==> src/rtl/ct_spsram_1024x144_acc_ctrl.sv <==
// Access controller for the 1024x144 single-port SRAM: zero-fill after reset, write/read
// arbitration with read anti-starvation, and a 2-entry response FIFO fed by the 1-cycle Q.
module ct_spsram_1024x144_acc_ctrl #(
   parameter int ADDR_WIDTH = 10,
   parameter int DATA_WIDTH = 144,
   parameter int STARVE_MAX = 4,
   parameter int INIT_EN    = 1
) (
   input  logic                  forever_cpuclk,
   input  logic                  cpurst_b,
   input  logic                  wr_vld,
   output logic                  wr_rdy,
   input  logic [ADDR_WIDTH-1:0] wr_addr,
   input  logic [DATA_WIDTH-1:0] wr_data,
   input  logic [DATA_WIDTH-1:0] wr_bmask,
   input  logic                  rd_vld,
   output logic                  rd_rdy,
   input  logic [ADDR_WIDTH-1:0] rd_addr,
   output logic                  rsp_vld,
   input  logic                  rsp_rdy,
   output logic [DATA_WIDTH-1:0] rsp_data,
   output logic                  init_done,
   output logic [ADDR_WIDTH-1:0] sram_a,
   output logic                  sram_cen,
   output logic                  sram_gwen,
   output logic [DATA_WIDTH-1:0] sram_wen,
   output logic [DATA_WIDTH-1:0] sram_d,
   input  logic [DATA_WIDTH-1:0] sram_q
);

   localparam int SC_W = $clog2(STARVE_MAX + 1);

   typedef enum logic {ST_INIT, ST_RUN} state_t;

   state_t                  state_reg, state_next;
   logic [ADDR_WIDTH-1:0]   init_cnt_reg;
   logic                    init_done_reg;
   logic [SC_W-1:0]         starve_cnt_reg;
   logic                    rd_inflight_reg;
   logic [DATA_WIDTH-1:0]   fifo_mem_reg [2];
   logic                    fifo_wptr_reg, fifo_rptr_reg;
   logic [1:0]              fifo_cnt_reg;

   logic       run, pop, credit_ok, starved, force_rd, wr_grant, rd_grant;
   logic [2:0] occ;

   assign run       = (state_reg == ST_RUN);
   assign rsp_vld   = (fifo_cnt_reg != 2'd0);
   assign rsp_data  = fifo_mem_reg[fifo_rptr_reg];
   assign pop       = rsp_vld & rsp_rdy;
   // Occupancy including the read already on its way out of the SRAM.
   assign occ       = {1'b0, fifo_cnt_reg} + {2'b00, rd_inflight_reg} - {2'b00, pop};
   assign credit_ok = (occ < 3'd2);
   assign starved   = (starve_cnt_reg == SC_W'(STARVE_MAX));
   assign force_rd  = run & starved & credit_ok;
   assign wr_rdy    = run & ~force_rd;
   assign rd_rdy    = run & credit_ok & (~wr_vld | force_rd);
   assign wr_grant  = wr_vld & wr_rdy;
   assign rd_grant  = rd_vld & rd_rdy;
   assign init_done = init_done_reg;

   always_comb begin
      state_next = state_reg;
      if (state_reg == ST_INIT && init_cnt_reg == {ADDR_WIDTH{1'b1}})
         state_next = ST_RUN;
   end

   // SRAM port mux; reset holds the macro deselected even though state sits in INIT.
   always_comb begin
      sram_a    = wr_addr;
      sram_d    = wr_data;
      sram_wen  = ~wr_bmask;
      sram_cen  = 1'b1;
      sram_gwen = 1'b1;
      if (!cpurst_b) begin
         sram_wen = '1;
      end else if (state_reg == ST_INIT) begin
         sram_a    = init_cnt_reg;
         sram_d    = '0;
         sram_wen  = '0;
         sram_cen  = 1'b0;
         sram_gwen = 1'b0;
      end else if (wr_grant) begin
         sram_cen  = 1'b0;
         sram_gwen = 1'b0;
      end else if (rd_grant) begin
         sram_a    = rd_addr;
         sram_wen  = '1;
         sram_cen  = 1'b0;
      end
   end

   always_ff @(posedge forever_cpuclk or negedge cpurst_b) begin
      if (!cpurst_b) begin
         state_reg       <= (INIT_EN != 0) ? ST_INIT : ST_RUN;
         init_cnt_reg    <= '0;
         init_done_reg   <= (INIT_EN == 0);
         starve_cnt_reg  <= '0;
         rd_inflight_reg <= 1'b0;
         fifo_wptr_reg   <= 1'b0;
         fifo_rptr_reg   <= 1'b0;
         fifo_cnt_reg    <= 2'd0;
      end else begin
         state_reg <= state_next;
         if (state_reg == ST_INIT) begin
            init_cnt_reg <= init_cnt_reg + 1'b1;
            if (state_next == ST_RUN)
               init_done_reg <= 1'b1;
         end
         if (!rd_vld || rd_grant)
            starve_cnt_reg <= '0;
         else if (wr_grant && !starved)
            starve_cnt_reg <= starve_cnt_reg + SC_W'(1);
         rd_inflight_reg <= rd_grant;
         if (rd_inflight_reg)
            fifo_wptr_reg <= ~fifo_wptr_reg;
         if (pop)
            fifo_rptr_reg <= ~fifo_rptr_reg;
         fifo_cnt_reg <= fifo_cnt_reg + {1'b0, rd_inflight_reg} - {1'b0, pop};
      end
   end

   generate
      for (genvar gi = 0; gi < 2; gi++) begin : g_fifo
         always_ff @(posedge forever_cpuclk or negedge cpurst_b) begin
            if (!cpurst_b)
               fifo_mem_reg[gi] <= '0;
            else if (rd_inflight_reg && fifo_wptr_reg == 1'(gi))
               fifo_mem_reg[gi] <= sram_q;
         end
      end
   endgenerate

endmodule

==> config.mk <==
export PLATFORM = sky130hd
export DESIGN_NAME = ct_spsram_1024x144_acc_ctrl
export DESIGN_NICKNAME = d
export VERILOG_FILES = /design/src/rtl/ct_spsram_1024x144_acc_ctrl.sv
export SDC_FILE = /design/constraint.sdc
export NUM_CORES = 1
export LEC_CHECK = 0
export BUFFER_PORTS_ARGS = -buffer_cell sky130_fd_sc_hd__buf_4
export CAP_MARGIN = 20
export CORE_AREA = 10 10 345 347
export CTS_CLUSTER_DIAMETER = 60
export DETAILED_ROUTE_END_ITERATION = 10
export DIE_AREA = 0 0 355 357
export SLEW_MARGIN = 20
export SYNTH_ARGS = -nofsm -noshare
export SYNTH_HDL_FRONTEND = slang
export SYNTH_SLANG_ARGS = --single-unit
==> constraint.sdc <==
create_clock -name forever_cpuclk -period 3.35 [get_ports forever_cpuclk]
set_clock_uncertainty 0.05 [all_clocks]
set_input_delay 0.335 -clock forever_cpuclk [delete_from_list [all_inputs] [get_ports forever_cpuclk]]
set_output_delay 0.335 -clock forever_cpuclk [all_outputs]
set_load 0.05 [all_outputs]
## After elaboration in Yosys (flattened, before gate mapping)

Index checks and enable logic that the tools add are counted.

| storage, ports and cells | value |
|---|---|
| flip-flop bits (word level) | 308 |
| logic and storage cells | 69 |
| output and inout port bits | 448 |
| input bits | 457 |

| cells by class | value |
|---|---|
| bitwise operators | 16 |
| eq/ne operators | 2 |
| $add $sub $neg | 6 |
| reductions and logical operators | 10 |
| mux-type cells | 23 |
| order comparisons | 2 |

Operators with widths:

| cell | number |
|---|---|
| 144-bit 2-to-1 mux | 9 |
| 144-bit NOT | 1 |
| 10-bit 2-to-1 mux | 4 |
| 10-bit by 1-bit adder with 10-bit output (second input constant) | 1 |
| 10-bit equality test (second input constant) | 1 |
| 1-bit bitwise AND | 8 |
| 1-bit 2-to-1 mux | 8 |
| 3-bit 2-to-1 mux | 2 |
| 1-bit NOT | 5 |
| 1-bit logical AND | 4 |
| 2-bit nonzero test | 2 |
| 2-bit by 1-bit adder with 3-bit output | 1 |
| 3-bit by 1-bit adder with 3-bit output (second input constant) | 1 |
| 3-bit equality test (second input constant) | 1 |
| 3-bit by 2-bit < comparator with 1-bit output (second input constant) | 1 |
| 3-bit by 1-bit subtractor with 3-bit output | 1 |
| 2-bit by 1-bit adder with 2-bit output | 1 |
| 2-bit greater-or-equal comparator (second input constant) | 1 |
| 1-bit zero test | 2 |
| 1-bit NOT with 2-bit output | 1 |
| 2-bit AND reduction | 1 |
| 2-bit by 1-bit subtractor with 2-bit output | 1 |
| 1-bit logical OR | 1 |
| 1-bit bitwise OR | 1 |

## Depth between registers and ports, before layout

| logic depth | value |
|---|---|
| depth in word-level cells | 12 |
| gate-level depth with buffers | 11 |
| mapped depth without buffers | 9 |

## Worst setup path before layout

OpenSTA, ideal clock, no wires.

| timing | value |
|---|---|
| kind | flip-flop to output port |
| from | register fifo_cnt_reg[1] |
| to | output port sram_a[2] |
| slack | -0.747 ns |
| arrival | 3.712 ns |
| data required time | 2.965 ns |
| stages on the path, launching flop included | 11 |
| path through | dfrtp_1 -> or2_2 -> and2_1 -> ha_1 -> inv_1 -> ha_1 -> fa_1 -> nand2b_1 -> or4_4 -> buf_6 -> o221ai_1 |

| on the way | value |
|---|---|
| longest elaborated chain between the ends | 12 |

Ends and longest elaborated chain:

| element | line | source |
|---|---|---|
| from (decl) | 42 | `logic [1:0] fifo_cnt_reg;` |
| from (signal assigned) | 119 | `fifo_cnt_reg <= fifo_cnt_reg + {1'b0, rd_inflight_reg} - {1'b0, pop};` |
| 2-bit nonzero test (*) | 48 | `assign rsp_vld = (fifo_cnt_reg != 2'd0);` |
| net rsp_vld | 19 | `output logic rsp_vld,` |
| 1-bit bitwise AND (*) | 50 | `assign pop = rsp_vld & rsp_rdy;` |
| net pop | 44 | `logic run, pop, credit_ok, starved, force_rd, wr_grant, rd_grant;` |
| 3-bit by 1-bit subtractor with 3-bit output (*) | 52 | `assign occ = {1'b0, fifo_cnt_reg} + {2'b00, rd_inflight_reg} - {2'b00, pop};` |
| net occ[1] | 45 | `logic [2:0] occ;` |
| 3-bit by 2-bit < comparator with 1-bit output (*) | 53 | `assign credit_ok = (occ < 3'd2);` |
| 1-bit bitwise AND | 55 | `assign force_rd = run & starved & credit_ok;` |
| 1-bit bitwise OR | 57 | `assign rd_rdy = run & credit_ok & (~wr_vld \| force_rd);` |
| 1-bit bitwise AND | 57 |  |
| 1-bit bitwise AND | 59 | `assign rd_grant = rd_vld & rd_rdy;` |
| 10-bit 2-to-1 mux | 86 | `end else if (rd_grant) begin` |
| 10-bit 2-to-1 mux (*) | 83 | `end else if (wr_grant) begin` |
| 10-bit 2-to-1 mux (*) | 77 | `end else if (state_reg == ST_INIT) begin` |
| 10-bit 2-to-1 mux (*) | 75 | `if (!cpurst_b) begin` |
| to (decl) | 23 | `output logic [ADDR_WIDTH-1:0] sram_a,` |

The timed path passes the listed nets; every way through them passes the cells marked *.

## Final worst setup path

| timing | value |
|---|---|
| from | register fifo_cnt_reg[0] |
| to | output port sram_a[9] |

| on the way | value |
|---|---|
| longest elaborated chain between the ends | 12 |

Ends and longest elaborated chain:

| element | line |
|---|---|
| 2-bit nonzero test (*) | 48 |
| 1-bit bitwise AND (*) | 50 |
| net pop | 44 |
| 3-bit by 1-bit subtractor with 3-bit output (*) | 52 |
| net occ[1] | 45 |
| 3-bit by 2-bit < comparator with 1-bit output (*) | 53 |
| 1-bit bitwise AND | 55 |
| 1-bit bitwise OR | 57 |
| 1-bit bitwise AND | 57 |
| 1-bit bitwise AND | 59 |
| 10-bit 2-to-1 mux | 86 |
| 10-bit 2-to-1 mux (*) | 83 |
| 10-bit 2-to-1 mux (*) | 77 |
| 10-bit 2-to-1 mux (*) | 75 |

Marks and branches as above.

==> reports/qor.yml <==
drt-pass1-iter-count: 5
final_area_sq_um: 28760
via_count: 14850
cellPowerDensity_nw_per_um2: 525.6
nFillCells: 11900
die-area_sq_um: 126700
slew_viol_final: 0
synth.area.mux_share_pct: 31.78
grt_pass1_wl_um: 142500
syn_to_final_growth_pct: 87.39
utilization_pct: 25.67
rsz0062_at_grt: "true"
ios: 905
cp-end-kind: "output port"
dp_hpwl_um: 93790
yosys.area_share.xor_xnor_pct: 0.7339
final_cell_mix: "818 x buf_4, 433 x mux2_2, 307 x dfrtp_1"
synth_compound_area_share_pct: 6.197
grt_usage_pct: 16.49
placedInstanceArea_sq_um: 24850
syn_area_sq_um: 15340
grt-ovfl-total: 0
wl_um: 111800
clockRootBuffer: "clkbuf_16"
crit_type: "flip-flop to output port"
finalHoldViolations: 0
multi_input_area_sq_um: 8048
tns_ps: -84880
final_nets: 2755
drt_iter0_drc: 834
cp.required_ps: 2960
wl_per_cell_um: 29.07
cts.htree.levels: 2
fin_ws_ps: -614.8
rows: 123
grt_pass1_vias: 15560
regArea_sq_um: 7711
synthesis.nets: 1691
synth-simple-area-share_pct: 7.355
fp.coreArea_sq_um: 112000
cts_inserted_buffers: 42
fp.dieH_um: 357
hold_path.class: "input port to flip-flop"
cp_data_arrival_time_ps: 3580
cts_tree: "yes"
setup_viol: 158
yosysSeqAreaShare_pct: 50.23
drtAntennaViolNets: 0
dp.cells: 3583
vdd_drop_max_mv: 0.4276
synthAdderAreaFrac_pct: 0.5382
async_reset_ff_share_pct: 100.0
synth_top_family_by_area: "multiplexers"
max_freq_mhz: 252.2
synth_edf_count: 0
largest_reg_flops: 288
status: "complete, but fails checks"
ys_warn_count: 0
relSlewSlack_pct: 52.32
gp_congestion: 0.8840
clkLatencyLatePin_ps: 590
synth_cell_type_count: 40
tightest_slew_ps: 713.7
cap_violations: 0
cp_max_fo: 6
final_common_cell: "buf_4"
ys.flop_type: "dfrtp_1"
cts.reportedPaths.clkPinSlew_ps: 50
period_share_pct: 118.4
yosys_register_bits: 308
leakage_nw: 13.44
finalCriticalPeriod_ps: 3965
violations: "negative setup slack"
die_w_um: 355
power_mw: 15.11
via_per_inst: 3.860
portBuffers: 904
fin_cells: 3846
start_kind: "flip-flop"
layout-drive-gt1-share_pct: 68.75
syn_inst: 1228
avgSynthCellArea_sq_um: 12.50
grt_start_max_net_pins: 123
clk_path_buf_depth: 3
antenna_found_initial: 96
numClockSinks: 308
drc: 0
start_util_pct: 13.70
## cell usage after synthesis (3+ instances only)
cell type,instances,share of area (%)
nand3_1,4,0.13
xor2_1,5,0.29
dfrtp_1,308,50
and2_1,145,5.9
xnor2_1,6,0.34
nand2b_1,8,0.33
o221a_1,8,0.59
o31ai_1,3,0.15
a21oi_1,4,0.13
clkbuf_1,59,1.4
inv_1,15,0.37
mux2_2,433,32
o21ai_1,5,0.16
ha_1,5,0.41
nor3_1,4,0.13
nand2_1,9,0.22
buf_2,33,1.1
o21ai_0,143,4.7
nand4_1,3,0.12
## per-stage QoR
stage                     hold WS (ps)  setup slack [ps]
after global routing             79.95            -709.5
after floorplan                 -10.59            -134.3
after global placement           182.9            -41.03
after detailed placement         181.0            -37.49
final                            117.0            -614.8
after CTS                        67.69            -636.0
## routing by layer
metal	up-vias	share of wire, %	GRT usage (%)
met4	24	3.2	4.944
met1	7363	35	16.60
met2	743	51	29.24
met5	-	0.15	0
li1	6498	-	-
met3	217	11	8.745
## path summary, 6_finish.rpt
path | slack (ps) | start | end | cells past startpoint
min in group asynchronous | 180 | cpurst_b | init_cnt_reg[7] | 2
max reg2reg | 540 | fifo_cnt_reg[0] | starve_cnt_reg[2] | 11
max in group asynchronous | 1880 | cpurst_b | fifo_mem_reg[173] | 4
min | 120 | rsp_rdy | fifo_rptr_reg | 4
min reg2reg | 440 | init_done | init_done | 2
max | -610 | fifo_cnt_reg[0] | sram_a[9] | 12
## where the power goes
part / total (mW) / switching (mW) / internal, mW / leakage [nW]
Combinational: 6.73 / 4.27 / 2.46 / 8.83
Sequential: 3.98 / 0.147 / 3.83 / 3.95
Clock: 4.40 / 1.83 / 2.57 / 0.665
## critical path, stage by stage (launching register included)
cell	delay, ps
dfrtp_1	370
or2_4	250
and2_4	150
ha_4	260
inv_2	40
ha_4	150
fa_2	450
buf_4	140
buf_4	140
o41ai_4	440
buf_6	200
o221a_1	230
buf_6	170
## logic make-up after synthesis
kind of cell / count (synthesis)
simple gates: 185
fa+ha+maj: 6
mux: 433
flops: 308
compound gates: 170
xor+xnor: 12
buf+inv: 114
## layout make-up
type | count | share of cell area, %
clock buffers | 56 | 3.942
multi-input cells | 807 | 27.99
inverters | 16 | 0.2350
well taps | 1500 | 6.527
flip-flops and latches | 308 | 26.82
repair buffers | 1117 | 33.55
clock inverters | 19 | 0.7441
diodes | 23 | 0.2002
## repair_timing
| item | CTS | global route |
|---|---|---|
| hold buffers | 146 | 0 |
| buffers inserted | 6 | 4 |
| hold endpoints to repair | 305 | 0 |
| gates resized for setup | 91 | 138 |
| cloned | 3 | 8 |
| pin swaps | 1 | 4 |
| setup endpoints to repair | 158 | 158 |
Power figures use the tool's default switching activity.
